<file path="src/rtl/hcm_reader.sv">
// Issues row reads to the HCM, tracks outstanding reads with a fixed-latency tag pipeline,
// and buffers the decoded results in a credit-limited FIFO.
module hcm_reader #(
    parameter int ROWINDEXBITS_HCM = 10,
    parameter int MAXHITNBITS      = 3,
    parameter int ROWINDEXBITS_HIM = 8,
    parameter int NCOLS_HCM        = MAXHITNBITS + ROWINDEXBITS_HIM,
    parameter int READ_LATENCY     = 3,
    parameter int DEPTH            = 4
) (
    input  logic                        clk,
    input  logic                        resetN,
    input  logic                        reqValid,
    input  logic [ROWINDEXBITS_HCM-1:0] reqRow,
    output logic                        reqReady,
    input  logic                        flush,
    output logic                        flushDone,
    input  logic                        hcmReadReady,
    input  logic                        hcmBusy,
    output logic                        hcmReadRow,
    output logic [ROWINDEXBITS_HCM-1:0] hcmRowToRead,
    input  logic [ROWINDEXBITS_HCM-1:0] hcmRowPassed,
    input  logic [NCOLS_HCM-1:0]        hcmRowReadOutput,
    output logic                        outValid,
    input  logic                        outReady,
    output logic [ROWINDEXBITS_HCM-1:0] outRow,
    output logic [MAXHITNBITS-1:0]      outNHits,
    output logic [ROWINDEXBITS_HIM-1:0] outHIMAddress,
    output logic                        outEmpty,
    output logic                        errMismatch,
    output logic [2:0]                  inFlight
);

    localparam int PTRW = (DEPTH > 1) ? $clog2(DEPTH) : 1;
    localparam int CNTW = $clog2(DEPTH + 1);
    localparam int SUMW = ((CNTW > 3) ? CNTW : 3) + 1;

    typedef enum logic [1:0] {IDLE, ACTIVE, FLUSH} state_t;

    state_t                        state_q, state_d;
    logic [2:0]                    in_flight_q, in_flight_d;
    logic                          err_q, err_d;
    logic                          read_row_q, read_row_d;
    logic [ROWINDEXBITS_HCM-1:0]   row_to_read_q, row_to_read_d;
    logic [READ_LATENCY-1:0]       pipe_valid_q, pipe_valid_d;
    logic [ROWINDEXBITS_HCM-1:0]   pipe_row_q [READ_LATENCY];
    logic [ROWINDEXBITS_HCM-1:0]   pipe_row_d [READ_LATENCY];
    logic [ROWINDEXBITS_HCM-1:0]   mem_row_q [DEPTH];
    logic [ROWINDEXBITS_HCM-1:0]   mem_row_d [DEPTH];
    logic [NCOLS_HCM-1:0]          mem_data_q [DEPTH];
    logic [NCOLS_HCM-1:0]          mem_data_d [DEPTH];
    logic [PTRW-1:0]               wr_ptr_q, wr_ptr_d, rd_ptr_q, rd_ptr_d;
    logic [CNTW-1:0]               fifo_count_q, fifo_count_d;

    logic [SUMW-1:0]               credit_used;
    logic                          can_accept, accept, cap_valid, push, pop;
    logic                          out_valid, flush_done;
    logic [ROWINDEXBITS_HCM-1:0]   cap_row, head_row;
    logic [NCOLS_HCM-1:0]          head_data;

    // Credits count every request that will eventually occupy a FIFO slot, so the FIFO cannot overflow.
    always_comb begin
        credit_used = SUMW'(in_flight_q) + SUMW'(fifo_count_q);
        can_accept  = resetN && (state_q != FLUSH) && hcmReadReady && !hcmBusy
                      && (credit_used < SUMW'(DEPTH));
        accept      = can_accept && reqValid;
        cap_valid   = pipe_valid_q[READ_LATENCY-1];
        cap_row     = pipe_row_q[READ_LATENCY-1];
        out_valid   = (fifo_count_q != '0) && (state_q != FLUSH);
        push        = cap_valid && (state_q != FLUSH);
        pop         = out_valid && outReady;
        flush_done  = (state_q == FLUSH) && (in_flight_q == 3'd0);
        head_row    = mem_row_q[rd_ptr_q];
        head_data   = mem_data_q[rd_ptr_q];
    end

    always_comb begin
        state_d       = state_q;
        read_row_d    = accept;
        row_to_read_d = accept ? reqRow : row_to_read_q;
        in_flight_d   = in_flight_q + 3'(accept) - 3'(cap_valid);
        err_d         = err_q | (cap_valid && (hcmRowPassed != cap_row));
        pipe_valid_d  = pipe_valid_q;
        pipe_row_d    = pipe_row_q;
        mem_row_d     = mem_row_q;
        mem_data_d    = mem_data_q;
        wr_ptr_d      = wr_ptr_q;
        rd_ptr_d      = rd_ptr_q;
        fifo_count_d  = fifo_count_q + CNTW'(push) - CNTW'(pop);

        pipe_valid_d[0] = read_row_q;
        pipe_row_d[0]   = row_to_read_q;
        for (int i = 1; i < READ_LATENCY; i++) begin
            pipe_valid_d[i] = pipe_valid_q[i-1];
            pipe_row_d[i]   = pipe_row_q[i-1];
        end

        if (push) begin
            mem_row_d[wr_ptr_q]  = cap_row;
            mem_data_d[wr_ptr_q] = hcmRowReadOutput;
            wr_ptr_d = (wr_ptr_q == PTRW'(DEPTH - 1)) ? '0 : wr_ptr_q + 1'b1;
        end
        if (pop) begin
            rd_ptr_d = (rd_ptr_q == PTRW'(DEPTH - 1)) ? '0 : rd_ptr_q + 1'b1;
        end

        // A flush only finishes once every outstanding read has drained through the tag pipeline.
        case (state_q)
            FLUSH: begin
                if (in_flight_q == 3'd0) begin
                    state_d      = IDLE;
                    wr_ptr_d     = '0;
                    rd_ptr_d     = '0;
                    fifo_count_d = '0;
                end
            end
            default: begin
                if (flush)
                    state_d = FLUSH;
                else if ((in_flight_d != 3'd0) || (fifo_count_d != '0))
                    state_d = ACTIVE;
                else
                    state_d = IDLE;
            end
        endcase
    end

    always_ff @(posedge clk) begin
        if (!resetN) begin
            state_q       <= IDLE;
            in_flight_q   <= '0;
            err_q         <= 1'b0;
            read_row_q    <= 1'b0;
            row_to_read_q <= '0;
            pipe_valid_q  <= '0;
            pipe_row_q    <= '{default: '0};
            mem_row_q     <= '{default: '0};
            mem_data_q    <= '{default: '0};
            wr_ptr_q      <= '0;
            rd_ptr_q      <= '0;
            fifo_count_q  <= '0;
        end else begin
            state_q       <= state_d;
            in_flight_q   <= in_flight_d;
            err_q         <= err_d;
            read_row_q    <= read_row_d;
            row_to_read_q <= row_to_read_d;
            pipe_valid_q  <= pipe_valid_d;
            pipe_row_q    <= pipe_row_d;
            mem_row_q     <= mem_row_d;
            mem_data_q    <= mem_data_d;
            wr_ptr_q      <= wr_ptr_d;
            rd_ptr_q      <= rd_ptr_d;
            fifo_count_q  <= fifo_count_d;
        end
    end

    a_no_overflow: assert property (@(posedge clk) disable iff (!resetN)
        !(push && !pop && (fifo_count_q == CNTW'(DEPTH))));

    assign reqReady      = can_accept;
    assign flushDone     = flush_done;
    assign hcmReadRow    = read_row_q;
    assign hcmRowToRead  = row_to_read_q;
    assign outValid      = out_valid;
    assign outRow        = out_valid ? head_row : '0;
    assign outNHits      = out_valid ? head_data[MAXHITNBITS-1:0] : '0;
    assign outHIMAddress = out_valid ? head_data[NCOLS_HCM-1:MAXHITNBITS] : '0;
    assign outEmpty      = out_valid && (head_data[MAXHITNBITS-1:0] == '0);
    assign errMismatch   = err_q;
    assign inFlight      = in_flight_q;

endmodule

</file>
<file path="config.mk">
export PLATFORM = sky130hd
export DESIGN_NAME = hcm_reader
export DESIGN_NICKNAME = d
export VERILOG_FILES = /design/src/rtl/hcm_reader.sv
export SDC_FILE = /design/constraint.sdc
export NUM_CORES = 1
export LEC_CHECK = 0
export CORE_ASPECT_RATIO = 1.25
export CORE_MARGIN = 2
export CORE_UTILIZATION = 30
export DETAILED_ROUTE_END_ITERATION = 10
export PLACE_DENSITY = 0.55
export SLEW_MARGIN = 5
export SYNTH_ARGS = -nofsm -noshare
export SYNTH_HDL_FRONTEND = slang
export SYNTH_SLANG_ARGS = --single-unit
</file>
<file path="constraint.sdc">
create_clock -name clk -period 2.96 [get_ports clk]
set_input_delay 0.296 -clock clk [delete_from_list [all_inputs] [get_ports clk]]
set_output_delay 0.296 -clock clk [all_outputs]
set_load 0.01 [all_outputs]
</file>
==> results by group, run 1 <==
Clock tree
  • Num CTS Buffers: 17
  • Clock sinks: around 140
  • Clock transition at the registers of the reported paths: ~0.060 ns
  • CTS tree: yes
  • Root cell of the clock tree: clkbuf_16
  • Clock tree buffer depth: 2
  • Number of H-tree levels: 4
  • Latest clock arrival within the worst-skew pair: 0.41 ns

Detailed routing
  • Avg Vias per Cell: between 4 and 5
  • Detailed Route WL: ~15000 um
  • DR DRC count: 0
  • DRT iter0 DRCs: about 220
  • DRT Pass-1 Iters: 4
  • Avg WL per Cell: approximately 15 um
  • Routed Antenna Nets: 0
  • DR vias: 4383

Synth
  • EDFF count, synth: 0
  • Post-Syn Instances: approximately 620
  • Synth Cell Area: about 0.006 mm^2
  • Count of cell types in the netlist: 33
  • Async SR Flop Fraction: 0%
  • Syn Nets: 669
  • Sequential area share after synthesis: between 40 and 50%
  • Ys flop type: dfxtp_1
  • Synth Register Bits: 141
  • Average cell area after synthesis: ~9.6 um^2
  • Synth warn: 0

Critical path
  • R2R Path Start: fifo_count_q[2]
  • Max Fanout on Critical Path: 3
  • Most used cell, CP: ha_4
  • End of the critical path: state_q[0]
  • Crit Path Class: flop to flop
  • Crit-path slowest cell: fa_1
  • FF-to-FF End: state_q[0]
  • Critical path's largest stage delay: 0.45 ns
  • Critical Path RT: approximately 3.3 ns
  • Crit end category: flop
  • R2R Setup Slk: 0.07 ns
  • Worst EP arrival: approximately 3.2 ns
  • Worst path cell trace: ha_4 -> nor4_2 -> and4b_2 -> nand2_2 -> ha_4 -> inv_2 -> ha_4 -> fa_1 -> or4_1 -> o311a_1
  • Cells on worst reg2reg path: 10
  • Type of origin of the critical path: flop
  • Worst Setup SP: fifo_count_q[2]

Pwr
  • Part of the power in combinational logic: around an eighth
  • Sw Ratio: between 20 and 30%
  • Maximum vdd drop: between 0.3 and 0.4 mV
  • Total power: approximately 4500 uW
  • PD cells: 604 mW/mm^2
  • Flop pwr share: 43.9%
  • Clock share of power: a little over two fifths
  • Cell-internal power: 3380 uW
  • Static Leak: around 0.0028 uW
  • P_sw: about 1100 uW

STA
  • Hold_ws: 0.430 ns
  • Hold Violations, Final: 0
  • Fmax: 0.346 GHz
  • Fin crit share: 97.8%
  • Unrepaired setup endpoints after global routing: true
  • Min Tclk post-route: about 2.9 ns
  • Relative slew slack: between 30% and 40%
  • Final setup viols: 0
  • Final setup TNS: 0 ns
  • Worst-Margin Slew: roughly 0.98 ns
  • Worst setup margin: approximately 0.066 ns
  • Layout Skew: 0.00608 ns
  • Max Slew Vio Count: 0

Min path
  • Hold Path Class: flop to flop

Die
  • Die area: 0.0209 mm^2
  • Initial Util: between 30% and 40%
  • Die Y: ~160 um
  • Core area: between 0.015 and 0.02 mm^2
  • Num ports: 78
  • Core Rows: between 50 and 60
  • Die span in x: around 130 um

Placement
  • PortBufs: 77
  • Final HPWL DP: a little over 9000 um
  • GP Congestion: around 0.74
  • Post-Place Worst Slack: 0.0115 ns
  • Placement Cell Area: just under 0.007 mm^2

Global routing
  • Initial antenna violation count: 0
  • GRT overflow: 0
  • Largest net degree at the start of global routing: 124
  • Total GRT Usage: roughly 15%
  • Global-route wire length before repair: ~24000 um
  • Number of global-route vias before repair: between 4k and 5k

Final layout
  • Design Area, Final: 0.00747 mm^2
  • Share of cells above drive strength 1: approximately 13%
  • Most frequent cells in the layout: nand2_1 (173), dfxtp_1 (137), a21boi_0 (84)
  • Area of the multi-input gates: roughly 0.0028 mm^2
  • Storage element area: about 0.0028 mm^2
  • Number of diodes: 0
  • Filler instances: between 1.5k and 2k
  • Synthesis-to-layout area growth: 26.1%
  • Commonest non-fill, non-tap cell in the layout: nand2_1
  • Nets: 728

Run
  • Max-Cap Viols: 0

Outcome
  • Outcome: finished clean
critical path: cells and delay by family (launching register included):
family,cells,cell delay [ns]
compound gates,1,0.30
simple gates,4,1.01
flops,1,0.37
buf+inv,1,0.03
fa+ha+maj,4,1.06
kinds of logic (layout without fill, tap and decap cells):
group | Yosys count | in the layout | share of synthesized area, %
adder cells (fa/ha/maj) | 13 | 13 | 3.00
AO/OA/AOI/OAI | 89 | 89 | 11.2
multiplexers | 33 | 33 | 10.7
XOR/XNOR | 14 | 14 | 2.07
buffers and inverters | 66 | 137 | 5.38
flip-flops | 141 | 141 | 47.6
AND/OR/NAND/NOR | 262 | 262 | 20.0
cells in the mapped netlist, types with 5 or more instances:
library cell | instances | area (um^2)
buf_4 | 13 | 97.6
nand2_1 | 173 | 649
and2_1 | 36 | 225
ha_1 | 11 | 138
dfxtp_1 | 141 | 2820
xor2_1 | 11 | 96.3
nor4_1 | 5 | 31.3
a21boi_0 | 84 | 631
mux2_4 | 8 | 120
buf_2 | 10 | 50.1
mux4_2 | 21 | 473
inv_1 | 12 | 45.0
nand3_1 | 6 | 30.0
nor2_1 | 6 | 22.5
clkbuf_1 | 28 | 105
and3_1 | 26 | 163
per-layer routing:
metal  track usage (%)  vias up  wire [um]  share of wire (%)
li1                  -     2163          -                  -
met3              3.41       32        541                3.7
met2              25.2      103       7420                 51
met1              17.4     2085       6140                 42
met5                 0        -          0                  0
met4              6.89        0        419                2.9
worst min path at each step:
stage                    start  cells after the start              end  slack [ns]
6_report        pipe_row_d[13]                      1    pipe_row_d[3]        0.43
3_3_place_gp    pipe_row_d[13]                      1    pipe_row_d[3]        0.41
4_1_cts          pipe_row_d[2]                      1       cap_row[2]        0.43
3_5_place_dp   pipe_valid_q[0]                      1  pipe_valid_q[1]        0.42
2_1_floorplan    pipe_row_d[0]                      1       cap_row[0]        0.41
5_1_grt         pipe_row_d[17]                      1    pipe_row_d[7]        0.44
per-stage QoR:
step / std cells / util (%)
floorplan: 618 / -
global placement: 923 / 35.7
detailed placement: 923 / 35.7
CTS: 954 / 38.5
global route: 954 / 38.5
finish: 954 / 38.5
power groups by stage:
| stage | clock, uW | sequential [uW] | combinational, uW |
|---|---|---|---|
| 2_1_floorplan | 0 | 2010 | 362 |
| 6_report | 1930 | 1980 | 598 |
| 5_1_grt | 2080 | 1980 | 656 |
| 3_3_place_gp | 0 | 2020 | 587 |
| 4_1_cts | 1990 | 1980 | 603 |
| 3_5_place_dp | 0 | 2020 | 601 |
sequential cells by signal (all words and copies together), names as in the netlist:
| register | cells |
|---|---|
| pipe_valid_q | 3 |
| hcmReadRow | 1 |
| cap_row | 10 |
| fifo_count_q | 3 |
| state_q | 2 |
| mem_row_q | 40 |
| pipe_row_d | 20 |
| errMismatch | 1 |
| rd_ptr_q | 2 |
| hcmRowToRead | 10 |
| wr_ptr_q | 2 |
| inFlight | 3 |
| mem_data_q | 44 |
area by class of cell:
| type | instances | area share [%] |
|---|---|---|
| flip-flops and latches | 141 | 37.9 |
| multi-input cells | 411 | 37.9 |
| repair buffers | 94 | 12.0 |
| clock buffers | 23 | 6.53 |
| well taps | 265 | 4.44 |
| clock inverters | 8 | 0.753 |
| inverters | 12 | 0.603 |
repair_timing:
| action | CTS | global route |
|---|---|---|
| pin swaps | 0 | 2 |
| endpoints found under the hold margin | 0 | 0 |
| setup endpoints to repair | 1 | 1 |
| hold buffers | 0 | 0 |
| buffers inserted | 0 | 0 |
| resized for setup | 1 | 1 |
| cloned | 0 | 0 |
Note: power is estimated with default switching activity, not from simulation.
==> run 2: changes to the inputs <==
MAX_ROUTING_LAYER = met4   (was default)
PLACE_DENSITY = 0.54   (was 0.55)
clock period = 3.2 ns   (was 2.96 ns; I/O delays follow)
==> results by group, run 2 (synthesis gave the netlist of run 1 again) <==
Outcome
  • Outcome: finished clean

Global routing
  • GRT overflow: 0 (unchanged)
  • Initial antenna violation count: 0 (unchanged)
  • Total GRT Usage: 15.1% (+0.36 points)
  • Global-route wire length before repair: 23700 um (+0.26%)
  • Number of global-route vias before repair: 4627 (+0.26%)
  • Largest net degree at the start of global routing: 124 (unchanged)

STA
  • Max Slew Vio Count: 0 (unchanged)
  • Final setup viols: 0 (unchanged)
  • Final setup TNS: 0 ns (unchanged)
  • Fmax: 0.323 GHz (-6.5%)
  • Hold_ws: 0.430 ns (+0.000630 ns)
  • Min Tclk post-route: 3.10 ns (+0.202 ns)
  • Relative slew slack: 33.4% (-1.1 points)
  • Hold Violations, Final: 0 (unchanged)
  • Worst-Margin Slew: 1.00 ns (+0.0159 ns)
  • Worst setup margin: 0.104 ns (+0.0376 ns)
  • Fin crit share: 96.8% (-1.0 points)
  • Layout Skew: 0.00960 ns (+0.00352 ns)

Final layout
  • Most frequent cells in the layout: nand2_1 (173), dfxtp_1 (140), a21boi_0 (84)
  • Max reg flops: 44 (unchanged)
  • Share of cells above drive strength 1: 12.7% (-0.22 points)
  • Number of diodes: 0 (unchanged)
  • Commonest non-fill, non-tap cell in the layout: nand2_1
  • Top reg by flops: mem_data_q
  • Final Util: 38.8% (+0.32 points)
  • Nets: 731 (+0.41%)
  • Synthesis-to-layout area growth: 27.1%

Critical path
  • Type of origin of the critical path: flop
  • Crit end category: flop
  • Max Fanout on Critical Path: 3 (unchanged)
  • Crit Path Class: flop to flop
  • Worst EP arrival: 3.40 ns (+0.21 ns)
  • R2R Path Start: fifo_count_q[2]
  • Critical Path RT: 3.50 ns (+0.24 ns)
  • Worst Setup SP: fifo_count_q[2]

Placement
  • PortBufs: 77 (unchanged)
  • Post-Place Worst Slack: -0.0724 ns (-0.0839 ns)
  • Final HPWL DP: 9200 um (+0.57%)
  • GP Congestion: 0.758 (+2.0%)

Die
  • Die Y: 161 um (unchanged)
  • Core area: 0.0194 mm^2 (unchanged)
  • Core Rows: 57 (unchanged)
  • Die span in x: 130 um (unchanged)
  • Num ports: 78 (unchanged)
  • Initial Util: 30.6% (unchanged)
  • Die area: 0.0209 mm^2 (unchanged)

Pwr
  • Cell-internal power: 3270 uW (-3.4%)
  • Clock share of power: 45.5% (+2.6 points)
  • Flop pwr share: 41.7% (-2.2 points)
  • Static Leak: 0.00280 uW (+1.8%)
  • Sw Ratio: 25.5% (+0.47 points)
  • P_sw: 1120 uW (-1.0%)
  • Part of the power in combinational logic: 12.8% (-0.5 points)
  • Maximum vdd drop: 0.292 mV (-19%)
  • Total power: 4380 uW (-2.8%)
  • PD cells: 582 mW/mm^2 (-3.6%)

Clock tree
  • Clock transition at the registers of the reported paths: 0.06 ns (about the same)
  • Num CTS Buffers: 17 (unchanged)
  • CTS tree: yes
  • Clock sinks: 141 (unchanged)
  • Clock tree buffer depth: 2 (unchanged)
  • Number of H-tree levels: 4 (unchanged)
  • Latest clock arrival within the worst-skew pair: 0.42 ns (about the same)
  • Count of hold-fix buffers inserted at cts: 0 (unchanged)
  • Root cell of the clock tree: clkbuf_16

Min path
  • HP Start: pipe_row_d[3]
  • Hold Path Class: flop to flop

Detailed routing
  • Avg Vias per Cell: 4.61 (+0.31%)
  • Detailed Route WL: 14800 um (+2.1%)
  • Routed Antenna Nets: 0 (unchanged)
  • DR vias: 4415 (+0.73%)
  • DRT iter0 DRCs: 277 (+29%)
  • DRT Pass-1 Iters: 4 (unchanged)
  • Avg WL per Cell: 15.5 um (+1.7%)
  • DR DRC count: 0 (unchanged)

Run
  • Max-Cap Viols: 0 (unchanged)
-- run 2: cell type report --
| type | count | area, um^2 |
|---|---|---|
| fillers | 1946 | 11900 |
| flip-flops and latches | 141 | 2830 |
| multi-input cells | 411 | 2810 |
| repair buffers | 97 | 916 |
| clock buffers | 19 | 453 |
| well taps | 265 | 332 |
| clock inverters | 13 | 151 |
| inverters | 12 | 45.0 |
-- run 2: path summary, 6_finish.rpt --
check	slack, ns	cells after the start	endpoint
worst max-delay path	0.10	10	state_q[0]
worst min-delay path	0.43	1	cap_row[3]
worst max register to register	0.10	10	state_q[0]
worst min register to register	0.43	1	cap_row[3]
-- run 2: power by group through the flow --
stage,combinational [uW],sequential [uW],clock [uW]
6_report,563,1830,1990
5_1_grt,615,1830,2120
4_1_cts,553,1820,2040
3_5_place_dp,550,1860,0
3_3_place_gp,537,1860,0
2_1_floorplan,330,1850,0
-- run 2: through the flow --
step	cell area, um^2	instances
2_1_floorplan	5930	618
3_3_place_gp	6880	923
3_5_place_dp	6880	923
4_1_cts	7480	955
5_1_grt	7540	958
6_report	7540	958
-- run 2: timing repair --
item                                    CTS  global route
buffers inserted                          0             3
endpoints found under the setup margin    0             1
resized for setup                         0             5
-- run 2: routing by layer --
layer  wire (um)  track usage, %  vias up
met5           0               -        -
met2        7560            24.8       96
met4         246            5.77        0
met3         549            3.31       23
li1            -               -     2162
met1        6470            18.1     2134
-- run 2: critical path, stage by stage, from the launching register on --
cell	delay, ns
dfxtp_1	0.40
ha_4	0.24
nor4_4	0.24
and4b_1	0.26
nand2_2	0.07
ha_1	0.27
inv_1	0.04
ha_1	0.18
fa_1	0.48
or4_1	0.51
o311a_1	0.30
==> run 3: changes to the inputs <==
ABC_CLOCK_PERIOD_IN_PS = 3200   (was default)
==> results of run 3 <==
The final DEF is identical to that of run 2; final timing and power are the same.
